[config.mk]
export PLATFORM = sky130hd
export DESIGN_NAME = grf_wr_arbiter
export DESIGN_NICKNAME = d
export VERILOG_FILES = /design/src/rtl/grf_wr_arbiter.sv
export SDC_FILE = /design/constraint.sdc
export NUM_CORES = 1
export LEC_CHECK = 0
export CAP_MARGIN = 10
export CORE_ASPECT_RATIO = 1.75
export CORE_MARGIN = 4
export CORE_UTILIZATION = 60
export DETAILED_ROUTE_END_ITERATION = 6
export DONT_BUFFER_PORTS = 1
export PLACE_DENSITY_LB_ADDON = 0.12
export SYNTH_ARGS = -nofsm -noshare
export SYNTH_HDL_FRONTEND = slang
export SYNTH_SLANG_ARGS = --single-unit
export TNS_END_PERCENT = 30
[constraint.sdc]
create_clock -name clk -period 3.9 [get_ports clk]
set_clock_uncertainty 0.05 [all_clocks]
set_input_delay 0.78 -clock clk [delete_from_list [all_inputs] [get_ports clk]]
set_output_delay 0.78 -clock clk [all_outputs]
set_load 0.1 [all_outputs]
[src/rtl/grf_wr_arbiter.sv]
// Round-robin share of the single GRF write port between two writeback requesters,
// plus a sweep sequencer that zeroes $1..$31. All grf outputs are registered.
module grf_wr_arbiter #(
    parameter int ADDR_W = 5,
    parameter int DATA_W = 32
) (
    input  logic              clk,
    input  logic              reset,
    input  logic              req0_valid,
    output logic              req0_ready,
    input  logic [ADDR_W-1:0] req0_wa,
    input  logic [DATA_W-1:0] req0_wd,
    input  logic [DATA_W-1:0] req0_pc,
    input  logic              req1_valid,
    output logic              req1_ready,
    input  logic [ADDR_W-1:0] req1_wa,
    input  logic [DATA_W-1:0] req1_wd,
    input  logic [DATA_W-1:0] req1_pc,
    input  logic              clr_start,
    output logic              clr_busy,
    output logic              grf_we,
    output logic [ADDR_W-1:0] grf_wa,
    output logic [DATA_W-1:0] grf_wd,
    output logic [DATA_W-1:0] grf_wpc
);

    // Handshake: a requester transfers when valid & ready at posedge; it holds valid
    // and payload until ready. ready is combinational and never depends on itself.
    typedef enum logic {IDLE, CLEAR} state_t;

    localparam logic [ADDR_W-1:0] FIRST_IDX = ADDR_W'(1);
    localparam logic [ADDR_W-1:0] LAST_IDX  = '1;

    state_t            state, state_nx;
    logic [ADDR_W-1:0] idx, idx_nx;
    logic              rr_last, rr_nx;
    logic              grant0, grant1;

    always_comb begin
        state_nx = state;
        idx_nx   = idx;
        rr_nx    = rr_last;
        grant0   = 1'b0;
        grant1   = 1'b0;
        case (state)
            IDLE: begin
                // rr_last==1 means req0 wins a tie next.
                grant0 = req0_valid & (~req1_valid | rr_last);
                grant1 = req1_valid & (~req0_valid | ~rr_last);
                if (grant0) rr_nx = 1'b0;
                if (grant1) rr_nx = 1'b1;
                if (clr_start) state_nx = CLEAR;
            end
            CLEAR: begin
                idx_nx = idx + 1'b1;
                if (idx == LAST_IDX) begin
                    state_nx = IDLE;
                    idx_nx   = FIRST_IDX;
                end
            end
            default: state_nx = IDLE;
        endcase
    end

    // Gating with reset keeps readies low while reset is held, so nothing is consumed.
    assign req0_ready = reset & grant0;
    assign req1_ready = reset & grant1;
    assign clr_busy   = (state == CLEAR);

    always_ff @(posedge clk) begin
        if (!reset) begin
            state   <= IDLE;
            idx     <= FIRST_IDX;
            rr_last <= 1'b1;
            grf_we  <= 1'b0;
            grf_wa  <= '0;
            grf_wd  <= '0;
            grf_wpc <= '0;
        end else begin
            state   <= state_nx;
            idx     <= idx_nx;
            rr_last <= rr_nx;
            grf_we  <= 1'b0;
            if (state == CLEAR) begin
                grf_we  <= 1'b1;
                grf_wa  <= idx;
                grf_wd  <= '0;
                grf_wpc <= '0;
            end else if (grant0) begin
                // Writes to $0 are consumed but never reach grf.
                if (req0_wa != '0) begin
                    grf_we  <= 1'b1;
                    grf_wa  <= req0_wa;
                    grf_wd  <= req0_wd;
                    grf_wpc <= req0_pc;
                end
            end else if (grant1) begin
                if (req1_wa != '0) begin
                    grf_we  <= 1'b1;
                    grf_wa  <= req1_wa;
                    grf_wd  <= req1_wd;
                    grf_wpc <= req1_pc;
                end
            end
        end
    end

endmodule

==> results of run 1 <==
metal layers:
layer	wire length, um	global-route usage, %	up-vias
met2	5826	37.47	165
li1	-	-	2046
met3	940	6.741	38
met4	518	12.98	0
met1	4596	29.32	1850
met5	0	0	-
report_power, final:
part | internal, mW | switching [mW] | total (mW)
sequential | 0.849 | 0.462 | 1.31
clock | 0.430 | 0.303 | 0.733
combinational | 0.147 | 0.202 | 0.349
cell usage after synthesis (2+ instances only):
library cell | instances | share of area, %
inv_1 | 65 | 5.1
clkbuf_1 | 55 | 4.3
nor2_1 | 3 | 0.23
buf_1 | 5 | 0.39
ha_1 | 2 | 0.52
nor2b_1 | 5 | 0.65
mux2i_1 | 71 | 15
nand2_1 | 72 | 5.6
o21ai_0 | 73 | 7.6
a21oi_1 | 2 | 0.21
buf_12 | 7 | 2.9
nand2b_1 | 2 | 0.26
a31oi_1 | 65 | 8.4
and3_1 | 4 | 0.52
nand3_1 | 5 | 0.52
a31o_1 | 5 | 0.91
dfxtp_1 | 77 | 32
a21boi_0 | 2 | 0.31
buf_2 | 3 | 0.31
a21bo_2 | 5 | 1.0
and4_1 | 64 | 12
cell families (layout without fill, tap and decap cells):
| logic type | count (synthesis) | count (layout) |
|---|---|---|
| muxes | 71 | 71 |
| adders and majority gates | 2 | 2 |
| AOI/OAI and AO/OA | 155 | 155 |
| and+or+nand+nor | 160 | 160 |
| buffers and inverters | 135 | 89 |
| DFF | 77 | 77 |
| other | 0 | 2 |
sequential cells by signal, summed over array words and instances, names as in the netlist:
name / flops
clr_busy: 1
grf_wa: 5
grf_wd: 32
grf_we: 1
grf_wpc: 32
idx: 5
rr_last: 1
critical path: stages, from the launching register on:
cell	delay [ps]
dfxtp_1	680
clkinv_2	780
o21ai_4	230
buf_4	550
mux2i_1	280
cell type report:
type	count	area [um^2]	share of cell area [%]
multi-input cells	388	2670	54.48
clock buffers	14	244.0	4.978
inverters	65	245.2	5.004
clock inverters	2	10.01	0.2042
diodes	2	5.005	0.1021
well taps	90	112.6	2.298
repair buffers	8	72.57	1.481
flip-flops and latches	77	1541	31.45
worst max-delay path by stage:
| stage | from | end | slack [ps] |
|---|---|---|---|
| floorplan | req0_valid | req0_ready | 690 |
| global placement | req1_wa[0] | grf_wd[20]$_SDFFE_PP0P_ | 1240 |
| finish | clr_busy$_SDFF_PN0_ | grf_wpc[14]$_SDFFE_PP0P_ | 1210 |
| CTS | clr_busy$_SDFF_PN0_ | grf_wpc[14]$_SDFFE_PP0P_ | 1200 |
| global route | clr_busy$_SDFF_PN0_ | grf_wpc[14]$_SDFFE_PP0P_ | 1010 |
| detailed placement | req1_wa[0] | grf_wpc[14]$_SDFFE_PP0P_ | 1170 |
==> qor.yml, run 1 <==
routing:
  routed_wl_um: 11880
  vias: 4099
  wl_per_cell_um: 18.39
  vias_per_cell: 6.345
  drc: 0
  postRouteAntennaNets: 0
  first_iter_violations: 267
  drt-pass1-iter-count: 5
die:
  core-area_um2: 7909
  fp.dieW_um: 75.76
  io_pins: 216
  rows: 43
  die_h_um: 126.6
  start_util_pct: 60.96
  dieArea_um2: 9590
cts:
  insertion_delay_ps: 330
  clock_sinks: 77
  postCtsSetupBuffers: 0
  cts_made_buffers: 9
  clockBufferDepth: 2
  cts_root_buf: "clkbuf_16"
  cts_resized: 0
  htree_levels: 3
  cts_tree: "done"
  clk_pin_slew_ps: 60
  holdBufCountCts: 0
setup_path:
  critical_path_class: "flop to flop"
  worst-r2r-setup-slack_ps: 1210
  rr_startpoint: "clr_busy$_SDFF_PN0_"
  ff2ff_path_depth: 4
  start_kind: "flop"
  worst-endpoint-arrival_ps: 2890
  cp_max_fo: 64
  crit_path_end_kind: "flop"
  reg2reg_to: "grf_wpc[14]$_SDFFE_PP0P_"
  required_ps: 4100
timing:
  fmax_ghz: 0.3712
  setup_ws_ps: 1206
  tightest_slew_ps: 1072
  relSlewSlack_pct: 28.57
  hold_viol_final: 0
  whs_ps: 483.6
  setup_viol: 0
  fin_tns_setup_ps: 0
  fin_crit_ps: 2694
  rsz0062_at_grt: "no"
  fin_crit_sh_pct: 69.07
  maxSlewViolCount: 0
place:
  place_area_um2: 4642
  dp_slack_ps: 1174
  hpwl_um: 8043
  routabilityCongestion: 0.7523
  port_buffers: 0
  dp_cells: 628
cells_and_area:
  utilization_pct: 61.97
  final_cell_mix: "dfxtp_1 (77), o21ai_0 (73), nand2_1 (72)"
  nNetsFinal: 694
  nFillCells: 705
  drive_gt1_share_pct: 5.596
  area_delta_synth_final_pct: 1.661
  fin_cells: 646
  layout_commonest_cell: "dfxtp_1"
  design_area_um2: 4901
min_path:
  min_path_cells: 1
  hold_class: "input port to flop"
  min_from: "reset"
  holdPathEnd: "idx[0]$_SDFFE_PN1P_"
grt:
  antenna_found_initial: 1
  grt_usage_pct: 24.13
  grt_first_pass_wirelength_um: 18340
  first_global_vias: 3748
  grt_max_degree: 143
  overflow: 0
logic_synthesis:
  syn_avg_cell_area_um2: 8.035
  synth-simple-area-share_pct: 20.43
  synthAdderAreaFrac_pct: 0.5191
  synth_cells: 600
  ys_async_sr_fraction_pct: 0
  synth_cell_type_count: 29
  synth_edf_count: 0
  ys_warn_count: 0
  synth_top_flop_cell: "dfxtp_1"
  synth_xor_area_share_pct: 0
  synth_seq_cells: 77
  synth_mux_area_share_pct: 14.74
  synth_top_family_by_area: "simple AND/OR/NAND/NOR gates"
  synth-compound-area-share_pct: 19.39
  synth-seq-area-share_pct: 31.98
  synthesis.area_um2: 4821
  synth_fp_nets: 745
run_status:
  status: "finished clean"
flow_run:
  maxCapViolCount: 0
power_and_ir_drop:
  peakVddDrop_uv: 245.4
  p_total_mw: 2.393
  p_leak_nw: 2.151
  powerDensity_nw_per_um2: 488.3
Note: power is estimated with default switching activity, not from simulation.
==> run 2, diff against run 1 <==
- clock period: 3.9 -> 2.5 ns (I/O delays scaled with it)
==> qor.yml, run 2 (synthesized netlist as in run 1, its figures left out) <==
routing:
  vias_per_cell: 6.096  # was 6.345
  drt-pass1-iter-count: 4  # was 5
  drc: 0  # unchanged
  vias: 4371  # was 4099
  wl_per_cell_um: 16.99  # was 18.39 um
  postRouteAntennaNets: 0  # unchanged
  routed_wl_um: 12180  # was 11880 um
  first_iter_violations: 231  # was 267
grt:
  grt_usage_pct: 24.39  # was 24.13%
  first_global_vias: 3936  # was 3748
  grt_first_pass_wirelength_um: 18420  # was 18340 um
  antenna_found_initial: 2  # was 1
  grt_max_degree: 143  # unchanged
  overflow: 0  # unchanged
place:
  dp_slack_ps: 325.3  # was 1174 ps
  hpwl_um: 8403  # was 8043 um
  routabilityCongestion: 0.7956  # was 0.7523
  port_buffers: 0  # unchanged
setup_path:
  worst-endpoint-arrival_ps: 1510  # was 2890 ps
  crit_path_end_kind: "output port"  # was flop
  start_kind: "flop"  # unchanged
  cp_max_fo: 13  # was 64
  critical_path_class: "flop to output port"  # was flop to flop
  required_ps: 1950  # was 4100 ps
  worst-r2r-setup-slack_ps: 760  # was 1210 ps
cts:
  cts_resized: 0  # unchanged
  insertion_delay_ps: 330  # about the same
  clockBufferDepth: 2  # unchanged
  htree_levels: 3  # unchanged
  clk_pin_slew_ps: 50  # was 60 ps
  cts_made_buffers: 9  # unchanged
  cts_tree: "done"  # unchanged
  clock_sinks: 77  # unchanged
  holdBufCountCts: 0  # unchanged
  cts_root_buf: "clkbuf_16"  # unchanged
  postCtsSetupBuffers: 0  # unchanged
power_and_ir_drop:
  pwr-share-clk_pct: 30.8  # was 30.6%
  p_leak_nw: 2.572  # was 2.151 nW
  peakVddDrop_uv: 559.6  # was 245.4 uV
  p_comb_share_pct: 34.8  # was 14.6%
  seq_power_share_pct: 34.4  # was 54.8%
  powerDensity_nw_per_um2: 716.4  # was 488.3 nW/um^2
  power.internal_mw: 2.425  # was 1.425 mW
  power.switching_mw: 1.537  # was 0.9677 mW
  swShare_pct: 38.79  # was 40.44%
min_path:
  hold_class: "input port to flop"  # unchanged
timing:
  whs_ps: 198.8  # was 483.6 ps
  relSlewSlack_pct: 61.27  # was 28.57%
  maxSlewViolCount: 0  # unchanged
  rsz0062_at_grt: "no"  # unchanged
  tightest_slew_ps: 580.9  # was 1072 ps
  hold_viol_final: 0  # unchanged
  fin_crit_ps: 2060
  fin_crit_sh_pct: 82.42
  setup_viol: 0  # unchanged
  fmax_ghz: 0.4853
  setup_ws_ps: 439.5  # was 1206 ps
flow_run:
  maxCapViolCount: 0  # unchanged
cells_and_area:
  top_regs: "grf_wd x32, grf_wpc x32"  # unchanged
  final_cell_mix: "dfxtp_1 (77), buf_4 (74), o21ai_0 (73)"  # was dfxtp_1 (77), o21ai_0 (73), nand2_1 (72)
  layout_commonest_cell: "dfxtp_1"  # unchanged
  nNetsFinal: 766  # was 694
  nFillCells: 652  # was 705
  drive_gt1_share_pct: 16.96  # was 5.596%
  area_delta_synth_final_pct: 14.72  # was 1.661%
die:
  io_pins: 216  # unchanged
  rows: 43  # unchanged
  dieArea_um2: 9590  # unchanged
  die_h_um: 126.6  # unchanged
  fp.dieW_um: 75.76  # unchanged
  core-area_um2: 7909  # unchanged
  start_util_pct: 60.96  # unchanged
run_status:
  status: "finished clean"  # unchanged
[run 2: worst paths after layout]
| check | endpoint | depth (start not counted) | start |
|---|---|---|---|
| setup / recovery | req0_ready | 2 | rr_last$_SDFFE_PN1P_ |
| hold / removal | idx[0]$_SDFFE_PN1P_ | 1 | reset |
| setup reg to reg | grf_wpc[16]$_SDFFE_PP0P_ | 5 | clr_busy$_SDFF_PN0_ |
| hold reg to reg | grf_wpc[7]$_SDFFE_PP0P_ | 2 | grf_wpc[7]$_SDFFE_PP0P_ |
[run 2: layout make-up]
cell class / instances / area (um^2) / share of cell area, %
diodes: 2 / 5.005 / 0.09050
clock buffers: 14 / 274.0 / 4.955
clock inverters: 1 / 5.005 / 0.09050
inverters: 65 / 245.2 / 4.434
multi-input cells: 388 / 2671 / 48.30
flip-flops and latches: 77 / 1541 / 27.87
well taps: 90 / 112.6 / 2.036
repair buffers: 80 / 675.6 / 12.22
[run 2: stage by stage]
step	total power [mW]	instances	cell area, um^2	setup TNS, ps	util, %
after floorplan	2.590	600	4822	-244.2	-
after global placement	2.750	700	5246	0	66.33
after detailed placement	2.774	700	5246	0	66.33
after CTS	3.993	715	5525	0	69.86
after global routing	4.124	717	5530	0	69.93
final	3.962	717	5530	0	69.93
[run 2: worst max-delay path: stages, from the launching register on]
cell,delay (ps)
dfxtp_1,380
nand2b_4,250
and3_2,550
[run 2: power by group through the flow]
stage / sequential (mW) / clock [mW] / combinational [mW]
floorplan: 2.05 / 0 / 0.544
global placement: 1.39 / 0 / 1.36
detailed placement: 1.39 / 0 / 1.38
CTS: 1.36 / 1.24 / 1.39
global route: 1.37 / 1.30 / 1.46
finish: 1.36 / 1.22 / 1.38
[run 2: per-layer routing]
layer	vias to the layer above	global-route usage (%)	share of wire (%)
li1	2180	-	-
met1	1994	27.54	39
met2	161	40.05	50
met3	36	7.534	6.8
met4	0	12.15	4.2
met5	-	0	0
==> run 3, diff against run 2 <==
- CORE_UTILIZATION: 60 -> 58
- clock period: 2.5 -> 1.8 ns (I/O delays scaled with it)
==> qor.yml, run 3 (synthesized netlist as in run 1, its figures left out) <==
run_status:
  status: "finished clean"  # unchanged
routing:
  routed_wl_um: 12850  # was 12180 um
  drt-pass1-iter-count: 4  # unchanged
  vias_per_cell: 6.154  # was 6.096
  postRouteAntennaNets: 0  # unchanged
  first_iter_violations: 309  # was 231
  vias: 4468  # was 4371
  wl_per_cell_um: 17.69  # was 16.99 um
  drc: 0  # unchanged
setup_path:
  worst-endpoint-arrival_ps: 1990  # was 1510 ps
  ff2ff_path_depth: 5  # unchanged
  required_ps: 2000  # was 1950 ps
  crit_path_end_kind: "flop"  # was output port
  cp_max_fo: 35  # was 13
  start_kind: "input port"  # was flop
  critical_path_class: "input port to flop"  # was flop to output port
timing:
  tightest_slew_ps: 311.5  # was 580.9 ps
  maxSlewViolCount: 0  # unchanged
  setup_viol: 0  # unchanged
  fmax_ghz: 0.5595
  rsz0062_at_grt: "yes"  # was no
  relSlewSlack_pct: 79.24  # was 61.27%
  fin_crit_ps: 1787
  hold_viol_final: 0  # unchanged
  fin_tns_setup_ps: 0  # unchanged
  fin_crit_sh_pct: 99.29
power_and_ir_drop:
  p_leak_nw: 2.632  # was 2.572 nW
  peakVddDrop_uv: 628.1  # was 559.6 uV
  powerDensity_nw_per_um2: 1012  # was 716.4 nW/um^2
cts:
  cts_tree: "done"  # unchanged
  cts_root_buf: "clkbuf_16"  # unchanged
  clk_pin_slew_ps: 60  # was 50 ps
  clockBufferDepth: 2  # unchanged
  insertion_delay_ps: 330  # about the same
  htree_levels: 3  # unchanged
  cts_made_buffers: 9  # unchanged
  holdBufCountCts: 0  # unchanged
  clock_sinks: 77  # unchanged
grt:
  first_global_vias: 4050  # was 3936
  antenna_found_initial: 4  # was 2
  grt_first_pass_wirelength_um: 19980  # was 18420 um
  overflow: 0  # unchanged
  grt_usage_pct: 25.04  # was 24.39%
  grt_max_degree: 143  # unchanged
min_path:
  hold_class: "input port to flop"  # unchanged
  min_path_cells: 1  # unchanged
cells_and_area:
  area_delta_synth_final_pct: 18.35  # was 14.72%
  final_cell_mix: "buf_4 (76), dfxtp_1 (74), o21ai_0 (73)"  # was dfxtp_1 (77), buf_4 (74), o21ai_0 (73)
  nNetsFinal: 772  # was 766
  fin_cells: 726  # was 717
  utilization_pct: 71.17  # was 69.93%
  top_regs: "grf_wd x32, grf_wpc x32"  # unchanged
  design_area_um2: 5705  # was 5530 um^2
  layout_commonest_cell: "buf_4"  # was dfxtp_1
  drive_gt1_share_pct: 19.46  # was 16.96%
die:
  start_util_pct: 60.14  # was 60.96%
  rows: 43  # unchanged
  core-area_um2: 8016  # was 7909 um^2
  dieArea_um2: 9892  # was 9590 um^2
  io_pins: 216  # unchanged
  fp.dieW_um: 76.92  # was 75.76 um
  die_h_um: 128.6  # was 126.6 um
place:
  hpwl_um: 9041  # was 8403 um
  place_area_um2: 5339  # was 5246 um^2
  routabilityCongestion: 0.7872  # was 0.7956
  port_buffers: 0  # unchanged
  dp_cells: 704  # was 700
flow_run:
  maxCapViolCount: 0  # unchanged
run 3: power by group:
part	leakage, nW	internal [mW]	total [mW]	switching, mW
logic	1.84	0.531	1.97	1.44
clock network	0.161	1.23	1.90	0.673
registers	0.631	1.84	1.90	0.0634
run 3: layer usage:
metal	GRT usage, %	up-vias	part of all wire [%]
met3	6.092	27	7.1
met5	0	-	0
met1	28.12	2056	37
met4	11.95	0	3.1
li1	-	2205	-
met2	44.19	180	52
run 3: worst max-delay path, stage by stage:
cell and delay [ps]:
or4_1 570, o211a_1 290, o21ai_4 210, buf_12 280
mux2i_2 250
run 3: final cells by class:
cell class,count,area [um^2]
repair buffers,86,770.7
diodes,4,10.01
clock inverters,3,40.04
clock buffers,13,281.5
inverters,65,245.2
fillers,651,2311
well taps,90,112.6
multi-input cells,388,2698
flip-flops and latches,77,1548
run 3: per-stage QoR:
step	hold slack, ps	worst slack [ps]	power [mW]
after CTS	42.92	-0.8463	5.801
after global placement	393.3	-207.4	3.860
final	60.62	12.80	5.772
after detailed placement	396.1	-281.2	3.896
after global routing	48.37	-13.26	5.989
after floorplan	424.0	-81.89	3.601
run 3: repair_timing:
| action | 4_1_cts | 5_1_grt |
|---|---|---|
| pin swaps | 1 | 1 |
| buffers inserted | 0 | 2 |
| gates resized for setup | 1 | 7 |
| setup endpoints to repair | 2 | 6 |
run 3: path summary, 6_finish.rpt:
kind,to,start,slack (ps)
hold reg to reg,grf_wd[20]$_SDFFE_PP0P_,grf_wd[20]$_SDFFE_PP0P_,410
hold / removal,rr_last$_SDFFE_PN1P_,reset,60
setup / recovery,grf_wd[26]$_SDFFE_PP0P_,req1_wa[0],10
setup reg to reg,grf_wd[26]$_SDFFE_PP0P_,clr_busy$_SDFF_PN0_,80
